`config.mk`:
```
export PLATFORM = sky130hd
export DESIGN_NAME = multicycle_controller
export DESIGN_NICKNAME = d
export VERILOG_FILES = /design/src/rtl/riscv_defs.sv /design/src/rtl/multicycle_controller.sv
export SDC_FILE = /design/constraint.sdc
export NUM_CORES = 1
export LEC_CHECK = 0
export ABC_AREA = 1
export CELL_PAD_IN_SITES_DETAIL_PLACEMENT = 0
export CELL_PAD_IN_SITES_GLOBAL_PLACEMENT = 2
export CORE_AREA = 10 10 113 115
export DETAILED_ROUTE_END_ITERATION = 16
export DIE_AREA = 0 0 123 125
export GPL_TIMING_DRIVEN = 0
export PLACE_DENSITY = 0.91
export SETUP_SLACK_MARGIN = 0.5
export SLEW_MARGIN = 10
export SYNTH_ARGS = -nofsm -noshare
export SYNTH_HDL_FRONTEND = slang
export SYNTH_SLANG_ARGS = --single-unit
```
`constraint.sdc`:
```
create_clock -name clk -period 3.5 [get_ports clk]
set_input_delay 0.7 -clock clk [delete_from_list [all_inputs] [get_ports clk]]
set_output_delay 0.7 -clock clk [all_outputs]
set_load 0.005 [all_outputs]
```
`src/rtl/riscv_defs.sv`:
```
// Shared RV32I definitions: opcodes, multi-cycle state encodings and datapath select codes.
// The single-cycle decoder imports the same opcode constants.
package riscv_defs;

  localparam logic [6:0] OP_R      = 7'b0110011;
  localparam logic [6:0] OP_IMM    = 7'b0010011;
  localparam logic [6:0] OP_LOAD   = 7'b0000011;
  localparam logic [6:0] OP_STORE  = 7'b0100011;
  localparam logic [6:0] OP_BRANCH = 7'b1100011;
  localparam logic [6:0] OP_JAL    = 7'b1101111;
  localparam logic [6:0] OP_JALR   = 7'b1100111;

  typedef enum logic [3:0] {
    ST_FETCH    = 4'd0,
    ST_DECODE   = 4'd1,
    ST_EXEC_R   = 4'd2,
    ST_EXEC_I   = 4'd3,
    ST_WB_ALU   = 4'd4,
    ST_MEM_ADDR = 4'd5,
    ST_MEM_RD   = 4'd6,
    ST_MEM_WR   = 4'd7,
    ST_WB_MEM   = 4'd8,
    ST_BRANCH   = 4'd9,
    ST_JAL      = 4'd10,
    ST_JALR     = 4'd11,
    ST_TRAP     = 4'd12
  } state_e;

  localparam logic [1:0] SRCA_PC     = 2'b00;
  localparam logic [1:0] SRCA_OLDPC  = 2'b01;
  localparam logic [1:0] SRCA_RS1    = 2'b10;

  localparam logic [1:0] SRCB_RS2    = 2'b00;
  localparam logic [1:0] SRCB_IMM    = 2'b01;
  localparam logic [1:0] SRCB_FOUR   = 2'b10;

  localparam logic [1:0] PCSRC_ALU    = 2'b00;
  localparam logic [1:0] PCSRC_ALUOUT = 2'b01;
  localparam logic [1:0] PCSRC_ALU_A  = 2'b10;

  localparam logic [1:0] M2R_ALUOUT  = 2'b00;
  localparam logic [1:0] M2R_MEM     = 2'b01;
  localparam logic [1:0] M2R_PC      = 2'b10;

  localparam logic [1:0] ALUOP_ADD    = 2'b00;
  localparam logic [1:0] ALUOP_BRANCH = 2'b01;
  localparam logic [1:0] ALUOP_FUNCT  = 2'b10;
  localparam logic [1:0] ALUOP_JUMP   = 2'b11;

  // Full set of Moore controls for one state; retire is internal to the counter too.
  typedef struct packed {
    logic       mem_req;
    logic       adr_src;
    logic       mem_read;
    logic       mem_write;
    logic       ir_write;
    logic       pc_write;
    logic [1:0] pc_src;
    logic [1:0] alu_src_a;
    logic [1:0] alu_src_b;
    logic [1:0] alu_op;
    logic       reg_write;
    logic [1:0] mem_to_reg;
    logic       retire;
  } ctrl_t;

endpackage

```
`src/rtl/multicycle_controller.sv`:
```
// Multi-cycle RV32I sequencing FSM: per-instruction state walk, memory handshake,
// datapath selects, retired-instruction counter and sticky illegal-opcode flag.
module multicycle_controller
  import riscv_defs::*;
#(
  parameter int CNT_W = 32
) (
  input  logic             clk,
  input  logic             rst_n,
  input  logic [6:0]       opcode,
  input  logic             zero,
  input  logic             mem_ready,
  output logic             mem_req,
  output logic             AdrSrc,
  output logic             MemRead,
  output logic             MemWrite,
  output logic             IRWrite,
  output logic             PCWrite,
  output logic [1:0]       PCSrc,
  output logic [1:0]       ALUSrcA,
  output logic [1:0]       ALUSrcB,
  output logic [1:0]       ALUOp,
  output logic             RegWrite,
  output logic [1:0]       MemToReg,
  output logic             retire,
  output logic [CNT_W-1:0] retire_cnt,
  output logic             illegal,
  output state_e           state_dbg
);

  // Memory handshake: mem_req with address/strobes is held stable until the cycle
  // in which mem_ready=1 completes it; mem_ready is ignored in every other state.

  state_e             state, state_next;
  ctrl_t              ctrl, ctrl_out;
  logic [CNT_W-1:0]   cnt_q;
  logic               illegal_q;

  always_ff @(posedge clk) begin
    if (!rst_n) begin
      state     <= ST_FETCH;
      cnt_q     <= '0;
      illegal_q <= 1'b0;
    end else begin
      state <= state_next;
      if (ctrl.retire) cnt_q <= cnt_q + CNT_W'(1);
      if (state_next == ST_TRAP) illegal_q <= 1'b1;
    end
  end

  always_comb begin
    state_next = state;
    ctrl       = '0;
    case (state)
      ST_FETCH: begin
        ctrl.mem_req   = 1'b1;
        ctrl.mem_read  = 1'b1;
        ctrl.adr_src   = 1'b0;
        ctrl.alu_src_a = SRCA_PC;
        ctrl.alu_src_b = SRCB_FOUR;
        ctrl.alu_op    = ALUOP_ADD;
        ctrl.pc_src    = PCSRC_ALU;
        ctrl.ir_write  = mem_ready;
        ctrl.pc_write  = mem_ready;
        if (mem_ready) state_next = ST_DECODE;
      end
      ST_DECODE: begin
        ctrl.alu_src_a = SRCA_OLDPC;
        ctrl.alu_src_b = SRCB_IMM;
        ctrl.alu_op    = ALUOP_ADD;
        case (opcode)
          OP_R:               state_next = ST_EXEC_R;
          OP_IMM:             state_next = ST_EXEC_I;
          OP_LOAD, OP_STORE:  state_next = ST_MEM_ADDR;
          OP_BRANCH:          state_next = ST_BRANCH;
          OP_JAL:             state_next = ST_JAL;
          OP_JALR:            state_next = ST_JALR;
          default:            state_next = ST_TRAP;
        endcase
      end
      ST_EXEC_R: begin
        ctrl.alu_src_a = SRCA_RS1;
        ctrl.alu_src_b = SRCB_RS2;
        ctrl.alu_op    = ALUOP_FUNCT;
        state_next     = ST_WB_ALU;
      end
      ST_EXEC_I: begin
        ctrl.alu_src_a = SRCA_RS1;
        ctrl.alu_src_b = SRCB_IMM;
        ctrl.alu_op    = ALUOP_FUNCT;
        state_next     = ST_WB_ALU;
      end
      ST_WB_ALU: begin
        ctrl.reg_write  = 1'b1;
        ctrl.mem_to_reg = M2R_ALUOUT;
        ctrl.retire     = 1'b1;
        state_next      = ST_FETCH;
      end
      ST_MEM_ADDR: begin
        ctrl.alu_src_a = SRCA_RS1;
        ctrl.alu_src_b = SRCB_IMM;
        ctrl.alu_op    = ALUOP_ADD;
        state_next     = (opcode == OP_LOAD) ? ST_MEM_RD : ST_MEM_WR;
      end
      ST_MEM_RD: begin
        ctrl.mem_req  = 1'b1;
        ctrl.mem_read = 1'b1;
        ctrl.adr_src  = 1'b1;
        if (mem_ready) state_next = ST_WB_MEM;
      end
      ST_MEM_WR: begin
        ctrl.mem_req   = 1'b1;
        ctrl.mem_write = 1'b1;
        ctrl.adr_src   = 1'b1;
        ctrl.retire    = mem_ready;
        if (mem_ready) state_next = ST_FETCH;
      end
      ST_WB_MEM: begin
        ctrl.reg_write  = 1'b1;
        ctrl.mem_to_reg = M2R_MEM;
        ctrl.retire     = 1'b1;
        state_next      = ST_FETCH;
      end
      ST_BRANCH: begin
        ctrl.alu_src_a = SRCA_RS1;
        ctrl.alu_src_b = SRCB_RS2;
        ctrl.alu_op    = ALUOP_BRANCH;
        ctrl.pc_src    = PCSRC_ALUOUT;
        ctrl.pc_write  = zero;
        ctrl.retire    = 1'b1;
        state_next     = ST_FETCH;
      end
      ST_JAL: begin
        ctrl.reg_write  = 1'b1;
        ctrl.mem_to_reg = M2R_PC;
        ctrl.pc_write   = 1'b1;
        ctrl.pc_src     = PCSRC_ALUOUT;
        ctrl.retire     = 1'b1;
        state_next      = ST_FETCH;
      end
      ST_JALR: begin
        ctrl.alu_src_a  = SRCA_RS1;
        ctrl.alu_src_b  = SRCB_IMM;
        ctrl.alu_op     = ALUOP_JUMP;
        ctrl.pc_src     = PCSRC_ALU_A;
        ctrl.pc_write   = 1'b1;
        ctrl.reg_write  = 1'b1;
        ctrl.mem_to_reg = M2R_PC;
        ctrl.retire     = 1'b1;
        state_next      = ST_FETCH;
      end
      ST_TRAP:  state_next = ST_TRAP;
      default:  state_next = ST_FETCH;
    endcase
  end

  // Reset is level-acting on the outputs so no strobe escapes during an aborted access.
  always_comb begin
    ctrl_out = rst_n ? ctrl : '0;
  end

  assign mem_req    = ctrl_out.mem_req;
  assign AdrSrc     = ctrl_out.adr_src;
  assign MemRead    = ctrl_out.mem_read;
  assign MemWrite   = ctrl_out.mem_write;
  assign IRWrite    = ctrl_out.ir_write;
  assign PCWrite    = ctrl_out.pc_write;
  assign PCSrc      = ctrl_out.pc_src;
  assign ALUSrcA    = ctrl_out.alu_src_a;
  assign ALUSrcB    = ctrl_out.alu_src_b;
  assign ALUOp      = ctrl_out.alu_op;
  assign RegWrite   = ctrl_out.reg_write;
  assign MemToReg   = ctrl_out.mem_to_reg;
  assign retire     = ctrl_out.retire;
  assign retire_cnt = rst_n ? cnt_q : '0;
  assign illegal    = rst_n & illegal_q;
  assign state_dbg  = rst_n ? state : ST_FETCH;

endmodule
```
==> Word-level counts from Yosys, hierarchy flattened <==
Index checks and enable logic that the tools add are counted.
{ "op_classes": {"add_sub_neg": 1, "n_eq_ne": 20, "mux": 17, "n_bitwise": 1, "n_reduce_logical": 7} }
{ "ops": {"columns": ["operator", "count"], "rows": [
  ["$pmux 6 s7", 1],
  ["$add 32x1->32 const B", 1],
  ["$mux 32", 1],
  ["$pmux 4 s7", 1],
  ["$eq 4x4->1 const B", 6],
  ["$pmux 4 s6", 1],
  ["$eq 7x7->1 const B", 3],
  ["$mux 18", 1],
  ["$eq 4x3->1 const B", 4],
  ["$mux 4", 4],
  ["$eq 7x6->1 const B", 2],
  ["$pmux 3 s4", 1],
  ["$reduce_or 2->1", 5],
  ["$pmux 3 s3", 1],
  ["$eq 4x2->1 const B", 2],
  ["$eq 7x2->1 const B", 1],
  ["$eq 7x5->1 const B", 1],
  ["$reduce_or 5->1", 1],
  ["$eq 4x1->1 const B", 1],
  ["$logic_not 4->1", 1],
  ["$mux 1", 4],
  ["$pmux 2 s2", 1],
  ["$pmux 1 s2", 1],
  ["$and 1x1->1", 1]
]} }
{ "totals": {"regBits": 37, "input_bits": 11, "out_inout_bits": 55, "wordCells": 49} }

==> Logic depth before layout (Yosys ltp) <==
{ "logic_depth": {"word_depth": 5, "depth_mapped": 11, "ltp_nobuf": 10} }

==> Worst setup path before layout <==
OpenSTA, ideal clock, no wires.
{ "synth_timing": {"path_type": "input -> output", "startpoint": "input port rst_n", "endpoint": "output port retire_cnt[10]", "t_arrival_ns": 1.355, "required_ns": 2.800, "path_slack_ns": 1.445, "cell_stages": 4, "path_buffers": 2, "cell_sequence": "clkbuf_1 -> clkbuf_1 -> nand2_1 -> inv_1"} }
{ "synth_between": {"elab_chain_len": 1} }
{ "synth_rtl": {"columns": ["item", "line_no", "source"], "rows": [
  ["start, declared", "multicycle_controller.sv:9", "input logic rst_n,"],
  ["$mux 32", "multicycle_controller.sv:175", "assign retire_cnt = rst_n ? cnt_q : '0;"],
  ["end, declared", "multicycle_controller.sv:26", "output logic [CNT_W-1:0] retire_cnt,"]
]} }
No other way between the ends.

==> Worst setup path after layout <==
{ "layout_timing": {"startpoint": "input port mem_ready", "endpoint": "output port retire"} }
{ "layout_between": {"elab_chain_len": 2} }
{ "layout_rtl": {"columns": ["item", "line_no", "source"], "rows": [
  ["start, declared", "multicycle_controller.sv:12", "input logic mem_ready,"],
  ["$pmux 1 s2", "multicycle_controller.sv:54", "case (state)"],
  ["$mux 18", "multicycle_controller.sv:159", "ctrl_out = rst_n ? ctrl : '0;"],
  ["end, declared", "multicycle_controller.sv:25", "output logic retire,"]
]} }
No other way between the ends.

==> summary.md <==
| Metric | Value |
|---|---|
| # DRC | `0` |
| Largest net degree at the start of global routing | `12` |
| Final setup viols | `0` |
| Crit-path max FO | `9` |
| Most frequent cells in the layout | `nand2_1, inv_1, nor2_1` |
| Routed WL | `8.723 mm` |
| Antenna Cells | `0` |
| Max_cap viols | `0` |
| DIE AREA | `15380 µm²` |
| Commonest non-fill, non-tap cell in the layout | `nand2_1` |
| # port buffers | `65` |
| Switching Share | `27.96%` |
| Internal power | `667.9 µW` |
| Footprint of the multi-input gates | `1712 µm²` |
| Status | `finished, final reports clean` |
| Layout fillers | `between 1000 and 1500` |
| Core box area | `10600 µm²` |
| Total gr overflow | `0` |
| Drt first pass iters | `4` |
| Cell Area, Synth | `2806 µm²` |
| Period minus WS final | `2.947 ns` |
| DP Wirelength | `about 7.0 mm` |
| Worst hold-check slack | `about 0.46 ns` |
| RD Place Congestion | `~0.82` |
| Crit-path max cell delay | `roughly 0.52 ns` |
| Layout cell share with drive strength beyond 1 | `about 8.5%` |
| Root Driver | `clkbuf_8` |
| Final-stage net count | `587` |
| Actual slew at the worst max-slew pin | `between 0.4 and 0.5 ns` |
| Crit start category | `input port` |
| Final Cycle Share | `a little over four fifths` |
| Cells after Synth | `about 500` |
| Initial antenna violation count | `0` |
| DR vias/cell | `between 4 and 5` |
| Psw | `259.3 µW` |
| Sequential share of the synthesized area | `26.39%` |
| FF+latch count, synth | `37` |
| Clock share of power | `36.5%` |
| Vias post-DR | `approximately 3100` |
| Antenna viol nets, final | `0` |
| Post-synth top flop | `dfxtp_1` |
| Worst hold-check path type | `reg -> reg` |
| CTS Sinks | `37` |
| Distinct cell type count after synthesis | `32` |
| EDFF count, synth | `0` |
| IO Pins | `66` |
| Fin. max-slew vios | `0` |
| Worst EP required | `approximately 2.8 ns` |
| CTS H-Tree Depth | `2` |
| Post-route setup TNS | `0 ns` |
| Pwr/cell area | `245.2 nW/µm²` |
| Placed Instance Area | `3632 µm²` |
| P&R area growth vs syn | `34.73%` |
| Peak VDD IR | `~0.13 mV` |
| Area leader, netlist | `dfxtp_1` |
| Vert. Die Dim | `around 130 µm` |
| DP Worst Slack | `-0.09590 ns` |
| Initial core utilization | `between 20% and 30%` |
| Warnings, synthesis | `0` |
| Combinational Power Share | `16.8%` |
| Vias in the first global route | `3205` |
| Cts bufs inserted | `5` |
| Global-route wire length before repair | `about 15 mm` |
| Achievable Freq | `339.3 MHz` |
| Largest delay contributor family on the critical path | `buffers and inverters` |
| Mean Syn Cell Area | `5.591 µm²` |
| RSZ-0062 raised after global routing | `true` |
| Slew Limit Headroom | `72.28%` |
| Hold Fails Final Rpt | `0` |
| Reg area | `~740 µm²` |
| Clk slew on worst S/H paths | `~0.08 ns` |
| Row count | `38` |
| Seq pwr share | `46.8%` |
| Longest Clk Path Bufs | `2` |
| Ys async rst share | `0%` |
| Synthesized net count | `514` |
| CP Cell Sequence | `clkdlybuf4s50_1 > nand3_2 > nor2_4 > nor2_8 > nor2_4 > clkdlybuf4s50_1` |
| Clock skew | `around 0.0015 ns` |
| CP Class | `in -> out` |
| Post-route cell area | `between 3000 and 4000 µm²` |
| Setup ws final | `0.5528 ns` |
| Clk_lat worst skew | `just under 0.3 ns` |
| CP max stage cell | `clkdlybuf4s50_1` |
| CP bufs+invs | `2` |
| CP arrival | `approximately 2.3 ns` |
| DRT iter0 DRCs | `~110` |
| WL/cell | `between 10 and 15 µm` |
| Synth area leaders | `dfxtp_1, nand2_1, nor2_1` |
| Total GRT Usage | `between 10% and 20%` |
| # hold bufs at CTS | `0` |
| Crit end category | `output port` |
| Top cell type's share of synthesized area | `26.39%` |
| Pleak | `between 0.0015 and 0.002 µW` |
| Die width | `around 120 µm` |
| CTS tree | `yes` |
## sequential cells by signal (all words and copies together), names as in the netlist
signal     cells
cnt_q         32
illegal_q      1
state          4
## routing by layer
metal / up-vias / GRT usage (%) / share of wire, %
met5: - / 0 / 0
met4: 0 / 3.358 / 2.0
met3: 13 / 4.230 / 7.3
met2: 58 / 20.11 / 47
met1: 1369 / 13.25 / 44
li1: 1684 / - / -
## final timing paths
path,startpoint,endpoint,slack [ns],depth (start not counted)
worst max register to register,state[1],cnt_q[22],1.84,11
worst max-delay path,mem_ready,retire,0.55,6
worst min register to register,illegal_q,illegal_q,0.46,2
worst min-delay path,illegal_q,illegal_q,0.46,2
## power by group through the flow
stage / registers (µW) / clock network (µW) / logic [µW]
after detailed placement: 444 / 0 / 153
after global placement: 444 / 0 / 152
final: 433 / 338 / 155
after floorplan: 442 / 0 / 84.7
after CTS: 434 / 350 / 158
after global routing: 435 / 370 / 175
## cells by family after synthesis
family                     count (synthesis)  share of synthesized area (%)
and+or+nand+nor                          322                          50.07
AOI/OAI and AO/OA                         44                          8.783
DFF                                       37                          26.39
adders and majority gates                  1                         0.4458
xor gates and xnor gates                   4                          1.248
buffers and inverters                     94                          13.06
## layout make-up
type                       instances  area share (%)
tap                              140           4.633
timing repair buffer              66           17.41
clock buffer                       7           2.548
inverter                          82           8.273
sequential                        37           19.59
clock inverter                     1          0.1324
multi-input combinational        371           45.27
buffer                            12           2.151
## cell usage after synthesis (5+ instances only)
cell	instances
nand2_1	177
nor2_1	77
inv_1	76
dfxtp_1	37
nand3_1	30
a21oi_1	28
nor2_2	9
nor3_1	9
clkbuf_1	7
inv_2	5
## metrics by stage
step,std cells,total power (µW),utilization (%)
after floorplan,502,526.4,-
after global placement,707,595.6,34.26
after detailed placement,707,596.2,34.26
after CTS,716,941.1,35.63
after global routing,716,979.7,35.66
final,716,927.2,35.66
## tightest hold or removal path, stage by stage, from the launching register on
cell and delay (ns):
dfxtp_1 0.31, nand2_1 0.06, nand2_1 0.06
## timing repair
item | CTS | global route
setup buffers | 1 | 0
gates resized for setup | 16 | 2
setup endpoints to repair | 51 | 3
cloned | 0 | 0
pin swaps | 1 | 1
No activity file was read; power rests on OpenSTA's default activity.
